<file path="config.mk">
export PLATFORM = sky130hd
export DESIGN_NAME = matrix_writer
export DESIGN_NICKNAME = d
export VERILOG_FILES = /design/src/rtl/matrix_writer.sv
export SDC_FILE = /design/constraint.sdc
export NUM_CORES = 1
export LEC_CHECK = 0
export CORE_MARGIN = 4
export CORE_UTILIZATION = 31
export CTS_CLUSTER_SIZE = 25
export DETAILED_ROUTE_END_ITERATION = 6
export GPL_TIMING_DRIVEN = 0
export SETUP_SLACK_MARGIN = 0.5
export SLEW_MARGIN = 20
export SYNTH_ARGS = -nofsm -noshare
export SYNTH_HDL_FRONTEND = slang
export SYNTH_SLANG_ARGS = --single-unit
</file>
<file path="constraint.sdc">
create_clock -name clk -period 6.85 [get_ports clk]
set_input_delay 1.37 -clock clk [delete_from_list [all_inputs] [get_ports clk]]
set_output_delay 1.37 -clock clk [all_outputs]
set_load 0.02 [all_outputs]
</file>
<file path="src/rtl/matrix_writer.sv">
// matrix_writer: commits a parsed matrix (header word + row-major elements) into one BRAM slot.
// Define MATRIX_WRITER_ZERO_FILL_EN to zero-fill and commit on abort instead of leaving the slot invalid.
module matrix_writer #(
  parameter int BLOCK_SIZE = 1152,
  parameter int ADDR_WIDTH = 14,
  parameter int MAX_DIM    = 32
) (
  input  logic                  clk,
  input  logic                  rst,
  input  logic                  start,
  input  logic [2:0]            matrix_id,
  input  logic [7:0]            rows,
  input  logic [7:0]            cols,
  input  logic [31:0]           elem_data,
  input  logic                  elem_valid,
  output logic                  elem_ready,
  input  logic                  abort,
  output logic                  bram_we,
  output logic [ADDR_WIDTH-1:0] bram_addr,
  output logic [31:0]           bram_din,
  output logic                  busy,
  output logic                  done,
  output logic                  error
);

  typedef enum logic [2:0] {
    ST_IDLE,
    ST_CHECK,
    ST_WRITE_ELEM,
    ST_WRITE_HDR,
    ST_FILL
  } state_t;

  localparam logic [ADDR_WIDTH-1:0] BLOCK_W   = ADDR_WIDTH'(BLOCK_SIZE);
  localparam logic [7:0]            MAX_DIM_W = 8'(MAX_DIM);
  localparam logic [15:0]           MAX_ELEMS = 16'(BLOCK_SIZE - 1);

  state_t                  state_q, state_d;
  logic [2:0]              id_q, id_d;
  logic [7:0]              rows_q, rows_d;
  logic [7:0]              cols_q, cols_d;
  logic [15:0]             count_q, count_d;
  logic                    we_q, we_d;
  logic [ADDR_WIDTH-1:0]   addr_q, addr_d;
  logic [31:0]             din_q, din_d;
  logic                    done_q, done_d;
  logic                    error_q, error_d;

  logic [15:0]             total;
  logic [ADDR_WIDTH-1:0]   base;
  logic [ADDR_WIDTH-1:0]   elem_addr;
  logic                    legal;
  logic                    last;

  assign total     = 16'(rows_q) * 16'(cols_q);
  assign base      = ADDR_WIDTH'(id_q) * BLOCK_W;
  assign elem_addr = base + ADDR_WIDTH'(count_q) + ADDR_WIDTH'(1);
  assign last      = (count_q == total - 16'd1);
  assign legal     = (rows_q != 8'd0) && (rows_q <= MAX_DIM_W) &&
                     (cols_q != 8'd0) && (cols_q <= MAX_DIM_W) &&
                     (total <= MAX_ELEMS);

  always_ff @(posedge clk or posedge rst) begin
    if (rst) state_q <= ST_IDLE;
    else     state_q <= state_d;
  end

  always_comb begin
    state_d = state_q;
    case (state_q)
      ST_IDLE:       if (start) state_d = ST_CHECK;
      ST_CHECK:      state_d = legal ? ST_WRITE_ELEM : ST_IDLE;
      ST_WRITE_ELEM: begin
        if (abort) begin
`ifdef MATRIX_WRITER_ZERO_FILL_EN
          state_d = ST_FILL;
`else
          state_d = ST_IDLE;
`endif
        end else if (elem_valid && last) begin
          state_d = ST_WRITE_HDR;
        end
      end
      ST_FILL:       if (last) state_d = ST_WRITE_HDR;
      ST_WRITE_HDR:  state_d = ST_IDLE;
      default:       state_d = ST_IDLE;
    endcase
  end

  // Registered outputs are computed here one cycle ahead of where they appear.
  always_comb begin
    id_d    = id_q;
    rows_d  = rows_q;
    cols_d  = cols_q;
    count_d = count_q;
    we_d    = 1'b0;
    addr_d  = '0;
    din_d   = '0;
    done_d  = 1'b0;
    error_d = 1'b0;
    case (state_q)
      ST_IDLE: begin
        if (start) begin
          id_d    = matrix_id;
          rows_d  = rows;
          cols_d  = cols;
          count_d = '0;
        end
      end
      ST_CHECK: begin
        if (legal) begin
          we_d   = 1'b1;
          addr_d = base;
        end else begin
          error_d = 1'b1;
        end
      end
      ST_WRITE_ELEM: begin
        if (abort) begin
`ifndef MATRIX_WRITER_ZERO_FILL_EN
          error_d = 1'b1;
`endif
        end else if (elem_valid) begin
          we_d    = 1'b1;
          addr_d  = elem_addr;
          din_d   = elem_data;
          count_d = count_q + 16'd1;
        end
      end
      ST_FILL: begin
        we_d    = 1'b1;
        addr_d  = elem_addr;
        count_d = count_q + 16'd1;
      end
      ST_WRITE_HDR: begin
        we_d   = 1'b1;
        addr_d = base;
        din_d  = {16'd0, cols_q, rows_q};
        done_d = 1'b1;
      end
      default: ;
    endcase
  end

  always_ff @(posedge clk or posedge rst) begin
    if (rst) begin
      id_q    <= '0;
      rows_q  <= '0;
      cols_q  <= '0;
      count_q <= '0;
      we_q    <= 1'b0;
      addr_q  <= '0;
      din_q   <= '0;
      done_q  <= 1'b0;
      error_q <= 1'b0;
    end else begin
      id_q    <= id_d;
      rows_q  <= rows_d;
      cols_q  <= cols_d;
      count_q <= count_d;
      we_q    <= we_d;
      addr_q  <= addr_d;
      din_q   <= din_d;
      done_q  <= done_d;
      error_q <= error_d;
    end
  end

  assign elem_ready = (state_q == ST_WRITE_ELEM);
  assign busy       = (state_q != ST_IDLE);
  assign bram_we    = we_q;
  assign bram_addr  = addr_q;
  assign bram_din   = din_q;
  assign done       = done_q;
  assign error      = error_q;

endmodule

</file>
==> impl_metrics.py, run 1 <==
metrics = {
    "synthesis": {
        "synth.top_cells.by_area": "dfrtp_1, fa_1, ha_1",
        "synth_seq_cells": 86,
        "ys_async_sr_fraction": 1.00,
        "synth_top_family_by_area": "adder cells",
        "ys_top_cells_by_count": "dfrtp_1, inv_1, and2_1, ha_1, nand2_1",
        "synth_simple_gate_area_share": 0.175,
        "yosys-mux-area-fraction": 0.0422,
        "synth_fa_ha_area_frac": 0.209,
        "synth.largest_area_cell": "dfrtp_1",
        "postSynth.topFlopCell": "dfrtp_1",
        "synth_xor_area_frac": 0.0748,
        "library_cells_used_by_synthesis": 58,
        "synth_warnings": 0,
        "synth_most_common_cell": "dfrtp_1",
        "synthesis.area_sq_um": 6370,
        "syn-mean-instance-area_sq_um": 9.94,
        "yosysSeqAreaShare": 0.338,
        "mappedNetlistNets": 782,
        "post_synth_top_area_share": 0.338,
        "syn_inst": 641,
        "synth_enable_flop_cells": 0,
        "synth_compound_area_frac": 0.104,
    },
    "place": {
        "port_buffers": 106,
        "place_hpwl_mm": 11.6,
        "globalplace.congestion": 0.784,
        "numPlacedInstances": 1018,
    },
    "sta": {
        "timing.final.max_slew_violations": 0,
        "worst_pin_slew_ps": 806,
        "final.setup_skew_ps": 10.8,
        "report.final.setup_viol": 0,
        "setup_total_negative_slack_ps": 0,
        "final.min_clock_period_ps": 5790,
        "finalHoldViolCount": 0,
        "max_freq_ghz": 0.173,
        "rsz0062_at_grt": "false",
        "maxSlewHeadroom": 0.463,
        "finalCritPeriodShare": 0.845,
    },
    "finish": {
        "areaGrowthSynthToFinish_pct": 27.3,
        "fillers": 1983,
        "layout_cells_sized_above_1": 0.0798,
        "finalNonFillerCells": 1034,
        "final_nets": 900,
        "n_antenna_cell": 0,
    },
    "clock_tree": {
        "clock_tree.root_cell": "clkbuf_16",
        "cts.path.max_buffers": 2,
        "clock_tree_from_tritoncts": "built",
        "cts-htree-levels": 3,
        "clock_insertion_delay_at_the_later_pin_of_the_skew_report_ps": 360,
        "clkTransAtPathRegs_ps": 70,
        "cts_buffers": 9,
        "numClockSinks": 86,
    },
    "floorplan": {
        "die_w_microns": 151,
        "pin_count": 107,
        "initial_core_util": 0.315,
        "core-area_sq_um": 20200,
        "fp.dieH_microns": 151,
        "rows": 52,
        "floorplan.die_area_sq_um": 22900,
    },
    "worst_setup_path": {
        "critPathMaxFanout": 10,
        "cp-start-kind": "register",
        "required_ps": 7130,
        "endpoint_kind": "register",
        "crit_type": "reg -> reg",
        "worst_path_arrival_time_ps": 6070,
    },
    "grt": {
        "grt_max_degree": 57,
        "grt_pass1_wl_mm": 25.4,
        "antenna_found_initial": 0,
        "total_global_route_track_usage": 0.141,
        "globalRouteOverflowTotal": 0,
        "grt_pass1_vias": 5134,
    },
    "route": {
        "drt-vias-per-instance": 4.67,
        "routed_wirelength_mm": 15.1,
        "final_antenna_net_count": 0,
        "route.vias.total": 4831,
        "drc": 0,
        "first_iter_violations": 136,
        "routed_wire_length_per_instance_microns": 14.6,
        "detailed_router_iteration_count_before_antenna_repair": 4,
    },
    "job": {
        "cap_violations": 0,
    },
    "min_path": {
        "worstHoldPathType": "reg -> reg",
    },
    "run_status": {
        "status": "finished, final reports clean",
    },
}
## registers in the layout (all words and copies together) (netlist names)
| register | count |
|---|---|
| bram_addr | 14 |
| bram_din | 32 |
| bram_we | 1 |
| cols_q | 8 |
| count_q | 16 |
| done | 1 |
| error | 1 |
| id_q | 3 |
| rows_q | 8 |
| state_q | 2 |
## kinds of logic (layout without fill, tap and decap cells)
| logic type | after synthesis | count (layout) |
|---|---|---|
| and+or+nand+nor | 208 | 208 |
| AOI/OAI and AO/OA | 89 | 89 |
| DFF | 86 | 86 |
| xor gates and xnor gates | 52 | 52 |
| muxes | 24 | 24 |
| adders and majority gates | 85 | 85 |
| buffers and inverters | 97 | 220 |
## critical path: stages (launching register included)
cell and delay [ps]:
dfrtp_1 380, clkbuf_1 230, and2_1 250, fa_1 500, fa_1 520, fa_1 560, inv_1 60, fa_1 530
inv_1 40, ha_1 340, nand2_1 70, o31a_2 390, o21ai_1 160, xor2_1 170, or3_1 430, nor2_1 150
nor4b_2 310, and2_1 270, o21a_1 200, o2bb2ai_1 130
## metrics by stage
stage | util | setup slack (ps) | hold WS, ps | area (sq um)
after floorplan | - | 1570 | 521 | 6370
after global placement | 0.384 | 842 | 561 | 7770
after detailed placement | 0.385 | 822 | 576 | 7800
after CTS | 0.400 | 778 | 596 | 8100
after global routing | 0.401 | 562 | 630 | 8110
final | 0.401 | 1060 | 586 | 8110
## cell usage in the layout, fill, tap and decap left out, types with 2 or more instances in the layout
cell type,netlist,routed
a211oi_2,4,4
nand2b_1,4,4
nand2_1,49,49
clkdlybuf4s50_1,0,106
nor3_1,3,3
nor3_2,3,3
a22o_1,16,16
o21a_1,2,2
mux2i_1,4,4
o21ai_1,2,2
and2_1,53,53
clkbuf_16,0,9
o21ai_0,17,17
clkinv_4,0,2
xor2_1,21,21
nor2b_1,5,5
or3_1,5,5
ha_1,49,49
nand3_1,13,13
clkbuf_1,33,30
nor2_1,32,32
mux2_2,19,19
nand4_1,6,6
or4_1,2,2
inv_1,63,62
o21bai_1,6,6
a21oi_1,22,22
o2bb2ai_1,2,2
clkbuf_2,0,3
fa_1,36,36
inv_8,0,2
inv_6,0,2
nor4_1,4,4
dfrtp_1,86,86
and3_1,22,22
a221oi_1,2,2
xnor2_1,29,29
## what timing repair did
| item | in CTS | in global routing |
|---|---|---|
| setup endpoints to repair | 0 | 8 |
| resized for setup | 0 | 7 |
| hold buffers | 0 | 0 |
| setup buffers | 0 | 0 |
## layout make-up
cell class | count | area, sq um | share of cell area
buffer | 34 | 133 | 0.0164
clock buffer | 9 | 225 | 0.0278
clock inverter | 7 | 73.8 | 0.00910
inverter | 63 | 239 | 0.0295
multi-input combinational | 458 | 3860 | 0.476
sequential | 86 | 2150 | 0.265
tap | 270 | 338 | 0.0417
timing repair buffer | 107 | 1090 | 0.134
## routing by layer
layer,track usage,wire length [microns]
met4,0.0490,356
met2,0.244,7340
met1,0.173,6670
met5,0,0
met3,0.0287,699
## path summary, 6_finish.rpt
check	from	end	cells after the start	slack [ps]
setup / recovery	cols_q[7]	bram_addr[9]	19	1060
hold reg to reg	count_q[15]	count_q[15]	2	590
min in group asynchronous	rst	cols_q[0]	2	1370
hold / removal	count_q[15]	count_q[15]	2	590
max in group asynchronous	rst	count_q[3]	3	4860
setup reg to reg	cols_q[7]	bram_addr[9]	19	1060
Power of run 1 is not shown: default switching activity piles up to over one toggle a cycle in this logic, so the estimate is an artifact.
==> run 2, diff against run 1 <==
==> constraint.sdc (replaced) <==
create_clock -name clk -period 5.17 [get_ports clk]
set_input_delay 1.034 -clock clk [delete_from_list [all_inputs] [get_ports clk]]
set_output_delay 1.034 -clock clk [all_outputs]
set_load 0.02 [all_outputs]
==> run 2 against run 1 <==
Compared with the run above: the run now ends with setup timing left; final area rose by 11%; count of clock-buffer cells in the layout did not move; first-iteration DRC count rose by 49%; wire length rose by 4.9%; cell count rose by 3.8%; worst setup slack got worse by 1100 ps; sequential share of layout area fell by 2.6 points; critical path type unchanged; critical endpoint is now state_q[1].
==> impl_metrics.py, run 2 (synthesis gave the netlist of run 1 again) <==
metrics = {
    "job": {
        "cap_violations": 0,
    },
    "finish": {
        "finish.utilization": 0.443,
        "layout.cells.most_common_list": "clkdlybuf4s50_1, dfrtp_1, inv_1",
        "max_reg_flops": 32,
        "areaGrowthSynthToFinish_pct": 40.8,
        "mostFrequentLayoutCell": "clkdlybuf4s50_1",
        "final_nets": 939,
        "n_antenna_cell": 0,
        "layout_cells_sized_above_1": 0.214,
    },
    "clock_tree": {
        "cts.hold.buffers_added": 0,
        "clock_tree_from_tritoncts": "built",
        "numClockSinks": 86,
        "cts-htree-levels": 3,
        "cts.path.max_buffers": 2,
        "clkTransAtPathRegs_ps": 80,
        "cts_buffers": 9,
        "clock_tree.root_cell": "clkbuf_16",
        "clock_insertion_delay_at_the_later_pin_of_the_skew_report_ps": 360,
    },
    "route": {
        "drt-vias-per-instance": 4.66,
        "routed_wirelength_mm": 15.8,
        "wl_met2_mm": 7.78,
        "first_iter_violations": 203,
        "routed_wire_length_per_instance_microns": 14.7,
        "route.vias.total": 5004,
        "detailed_router_iteration_count_before_antenna_repair": 4,
        "routed.top_layer": "met4",
        "met3_length_microns": 689,
        "drt_met1_wl_mm": 7.09,
        "drc": 0,
        "final_antenna_net_count": 0,
    },
    "worst_setup_path": {
        "critical_path.slowest_cell": "fa_1",
        "crit-reg2reg-launch": "cols_q[4]",
        "worst-path-stages": 20,
        "cp-start-kind": "register",
        "worstSetupStartpoint": "cols_q[4]",
        "path_delay_family": "adder cells",
        "rr_endpoint": "state_q[1]",
        "critPathMaxFanout": 9,
        "r2r.worst_path.cells": 20,
        "endpoint_kind": "register",
        "regToRegSetupSlack_ps": -30,
        "worst_path_largest_cell_delay_ps": 500,
        "required_ps": 5460,
        "crit_type": "reg -> reg",
        "cp_num_buf_inv": 4,
        "worst_path_arrival_time_ps": 5480,
        "crit_chain": "buf_8 > and2_1 > fa_2 > fa_1 > ha_1 > inv_1 > fa_1 > inv_1 > ha_4 > a211oi_4 > buf_4 > o31a_4 > o21ai_4 > xor2_4 > or3_4 > nor2_4 > a31o_1 > o2111ai_2 > a211oi_4 > mux2i_1",
    },
    "grt": {
        "antenna_found_initial": 0,
        "grt_pass1_wl_mm": 26.3,
        "total_global_route_track_usage": 0.146,
        "grt_max_degree": 56,
        "globalRouteOverflowTotal": 0,
        "grt_pass1_vias": 5285,
    },
    "floorplan": {
        "core-area_sq_um": 20200,
        "pin_count": 107,
        "die_w_microns": 151,
        "rows": 52,
        "initial_core_util": 0.315,
        "fp.dieH_microns": 151,
        "floorplan.die_area_sq_um": 22900,
    },
    "min_path": {
        "timing.hold.worst_endpoint": "count_q[12]",
        "worstHoldPathType": "reg -> reg",
        "min-delay-start": "count_q[12]",
        "holdPathStages": 2,
    },
    "sta": {
        "finalHoldViolCount": 0,
        "final.setup_skew_ps": 10.2,
        "setup_total_negative_slack_ps": -47.3,
        "setup_slack_ps": -25.1,
        "rsz0062_at_grt": "true",
        "finalCritPeriodShare": 1.00,
        "final.min_clock_period_ps": 5200,
        "max_freq_ghz": 0.192,
        "worst_pin_slew_ps": 878,
        "maxSlewHeadroom": 0.414,
        "timing.final.max_slew_violations": 0,
        "report.final.setup_viol": 2,
    },
    "place": {
        "place_hpwl_mm": 11.7,
        "globalplace.congestion": 0.788,
        "dp_worst_setup_slack_ps": -435,
        "port_buffers": 106,
    },
    "run_status": {
        "violations": "setup timing",
        "status": "finished, violations left",
    },
}
run 2: cell count changes in the layout (fill, tap and decap cells not counted), moves of 4 or more:
cell	before	now
a21oi_1	22	15
a21oi_2	1	6
and2_1	53	46
and2_4	0	7
buf_4	0	39
buf_8	0	5
clkbuf_1	30	17
clkbuf_8	0	8
ha_1	49	43
ha_4	0	6
nand2_1	49	45
o21ai_0	17	13
xor2_1	21	16
xor2_2	0	4
run 2: worst max path at each step:
stage	slack, ps	to
5_1_grt	-240	state_q[0]
4_1_cts	-20	state_q[1]
3_3_place_gp	-460	state_q[1]
2_1_floorplan	210	state_q[0]
3_5_place_dp	-440	state_q[1]
6_report	-30	state_q[1]
run 2: worst register-to-register path: stages (launching register included):
cell	delay, ps
dfrtp_1	400
buf_8	150
and2_1	180
fa_2	390
fa_1	500
ha_1	330
inv_1	60
fa_1	500
inv_1	70
ha_4	310
a211oi_4	80
buf_4	140
o31a_4	370
o21ai_4	200
xor2_4	110
or3_4	410
nor2_4	120
a31o_1	170
o2111ai_2	130
a211oi_4	310
mux2i_1	210
run 2: repair_timing:
item | in CTS | in global routing
setup endpoints to repair | 10 | 10
pin swaps | 29 | 25
buffers inserted | 31 | 8
gates resized for setup | 64 | 31
run 2: layout make-up:
class | count | area, sq um
Fill cell | 1917 | 11300
Clock inverter | 7 | 76.3
Inverter | 63 | 239
Timing Repair Buffer | 146 | 1380
Sequential cell | 86 | 2150
Buffer | 34 | 275
Clock buffer | 9 | 225
Multi-Input combinational cell | 458 | 4280
Tap cell | 270 | 338
run 2: routing by layer:
metal | vias up | track usage
met3 | 17 | 0.0257
met4 | 0 | 0.0467
met5 | - | 0
met2 | 93 | 0.251
met1 | 2454 | 0.188
li1 | 2440 | -
run 2: stage by stage:
stage               hold WS, ps  area [sq um]  cells
floorplan                   521          6550    641
global placement            558          7940   1017
detailed placement          577          7970   1018
CTS                         587          8810   1065
global route                625          8970   1073
finish                      581          8970   1073
Power of run 2 is left out for the same reason.
==> run 3, diff against run 2 <==
--- a/config.mk
+++ b/config.mk
@@ -7,6 +7,7 @@
 export LEC_CHECK = 0
 export CORE_MARGIN = 4
 export CORE_UTILIZATION = 31
+export CTS_BUF_LIST = sky130_fd_sc_hd__clkbuf_8
 export CTS_CLUSTER_SIZE = 25
 export DETAILED_ROUTE_END_ITERATION = 6
 export GPL_TIMING_DRIVEN = 0
==> run 3 against run 2 <==
Compared with the run above: count of clock-buffer cells in the layout unchanged; die area unchanged; final area is 1.4% lower; critical path depth is the same; via count decreased by 0.52%; sequential share of layout area rose by 0.35 points; the run still ends with setup timing left; critical endpoint unchanged; worst hold slack gained 2.7 ps; non-clock buffer count decreased by 1.
==> impl_metrics.py, run 3 (synthesis gave the netlist of run 1 again) <==
metrics = {
    "grt": {
        "grt_pass1_vias": 5284,
        "grt_max_degree": 56,
        "globalRouteOverflowTotal": 0,
        "total_global_route_track_usage": 0.146,
        "antenna_found_initial": 0,
        "grt_pass1_wl_mm": 26.2,
    },
    "min_path": {
        "worstHoldPathType": "reg -> reg",
    },
    "finish": {
        "max_reg_flops": 32,
        "layout.area.seq_sq_um": 2150,
        "fillers": 1921,
        "mostFrequentLayoutCell": "clkdlybuf4s50_1",
        "finalNonFillerCells": 1072,
        "final_nets": 938,
        "layout.cells.most_common_list": "clkdlybuf4s50_1, dfrtp_1, inv_1",
        "areaGrowthSynthToFinish_pct": 38.8,
        "multi_input_area_sq_um": 4270,
        "n_antenna_cell": 0,
        "layout_cells_sized_above_1": 0.208,
    },
    "clock_tree": {
        "clock_tree.root_cell": "clkbuf_8",
        "clock_tree_from_tritoncts": "built",
        "cts.path.max_buffers": 2,
        "cts_buffers": 9,
        "clock_insertion_delay_at_the_later_pin_of_the_skew_report_ps": 400,
        "cts-htree-levels": 3,
        "numClockSinks": 86,
        "clkTransAtPathRegs_ps": 110,
    },
    "worst_setup_path": {
        "required_ps": 5500,
        "crit_chain": "buf_8 > and2_1 > fa_2 > fa_1 > ha_1 > inv_1 > fa_1 > inv_1 > ha_4 > a211oi_4 > buf_4 > o31a_4 > a2111o_1 > o311ai_4 > or3_4 > nor2_4 > a31o_1 > o2111ai_2 > a211oi_4 > mux2i_1",
        "path_delay_family": "adder cells",
        "worst_path_largest_cell_delay_ps": 500,
        "cp-start-kind": "register",
        "crit_type": "reg -> reg",
        "critical_path.slowest_cell": "fa_1",
        "worst_path_arrival_time_ps": 5530,
        "critPathMaxFanout": 9,
        "endpoint_kind": "register",
        "cp_num_buf_inv": 4,
    },
    "route": {
        "final_antenna_net_count": 0,
        "first_iter_violations": 155,
        "routed_wirelength_mm": 15.7,
        "detailed_router_iteration_count_before_antenna_repair": 4,
        "drc": 0,
        "routed_wire_length_per_instance_microns": 14.6,
        "drt-vias-per-instance": 4.64,
        "route.vias.total": 4978,
    },
    "job": {
        "cap_violations": 0,
    },
    "run_status": {
        "violations": "setup timing",
        "status": "finished, violations left",
    },
    "place": {
        "numPlacedInstances": 1018,
        "globalplace.congestion": 0.788,
        "port_buffers": 106,
        "place_hpwl_mm": 11.7,
    },
    "floorplan": {
        "floorplan.die_area_sq_um": 22900,
        "core-area_sq_um": 20200,
        "pin_count": 107,
        "die_w_microns": 151,
        "rows": 52,
        "initial_core_util": 0.315,
        "fp.dieH_microns": 151,
    },
    "sta": {
        "finalHoldViolCount": 0,
        "setup_slack_ps": -24.6,
        "finalCritPeriodShare": 1.00,
        "maxSlewHeadroom": 0.409,
        "final.min_clock_period_ps": 5190,
        "fin_hold_ws_ps": 584,
        "final.setup_skew_ps": 16.0,
        "rsz0062_at_grt": "true",
        "worst_pin_slew_ps": 886,
        "report.final.setup_viol": 2,
        "timing.final.max_slew_violations": 0,
        "max_freq_ghz": 0.193,
    },
}
run 3: changes by cell type in the layout (fill, tap and decap cells not counted), sizes merged:
cell  delta
buf      -1
run 3: repair_timing:
| item | in CTS | in global routing |
|---|---|---|
| gates resized for setup | 63 | 25 |
| hold buffers | 0 | 0 |
| setup endpoints to repair | 10 | 10 |
| pin swaps | 29 | 24 |
| setup buffers | 32 | 6 |
| endpoints found under the hold margin | 0 | 0 |
run 3: area by class of cell:
type | count | area share
plain buffers | 34 | 0.0307
inverters | 63 | 0.0270
well taps | 270 | 0.0382
clock buffers | 9 | 0.0140
flip-flops and latches | 86 | 0.243
clock inverters | 7 | 0.00863
multi-input cells | 458 | 0.483
repair buffers | 145 | 0.155
run 3: per-stage QoR:
step	setup slack (ps)	cell area (sq um)	utilization	setup TNS (ps)
CTS	-15.4	8700	0.430	-29.5
global route	-240	8840	0.437	-1190
floorplan	209	6550	-	0
finish	-24.6	8840	0.437	-45.2
global placement	-455	7940	0.393	-3240
detailed placement	-435	7970	0.394	-3150
run 3: worst register-to-register path, delay by kind of cell, from the launching register on:
family                     cells  cell delay, ps
muxes                          1             210
and+or+nand+nor                3             730
DFF                            1             410
buffers and inverters          4             430
AOI/OAI and AO/OA              7            1380
adders and majority gates      5            1990
run 3: routing by layer:
metal  share of wire  wire, microns  up-vias  GRT usage
met5               0              0        -          0
met4           0.016            245        0     0.0462
met3           0.048            747       15     0.0254
met2            0.49           7670       94      0.248
met1            0.45           7000     2426      0.188
li1                -              -     2443          -
run 3: path summary, 6_finish.rpt:
path                             start     endpoint  slack, ps  cells after the start
max                          cols_q[4]   state_q[1]        -20                     20
min                        count_q[12]  count_q[12]        580                      2
max reg2reg                  cols_q[4]   state_q[1]        -20                     20
min reg2reg                count_q[12]  count_q[12]        580                      2
max in group asynchronous          rst   count_q[9]       3560                      3
min in group asynchronous          rst  bram_din[2]        990                      2
Power of run 3 is left out for the same reason.
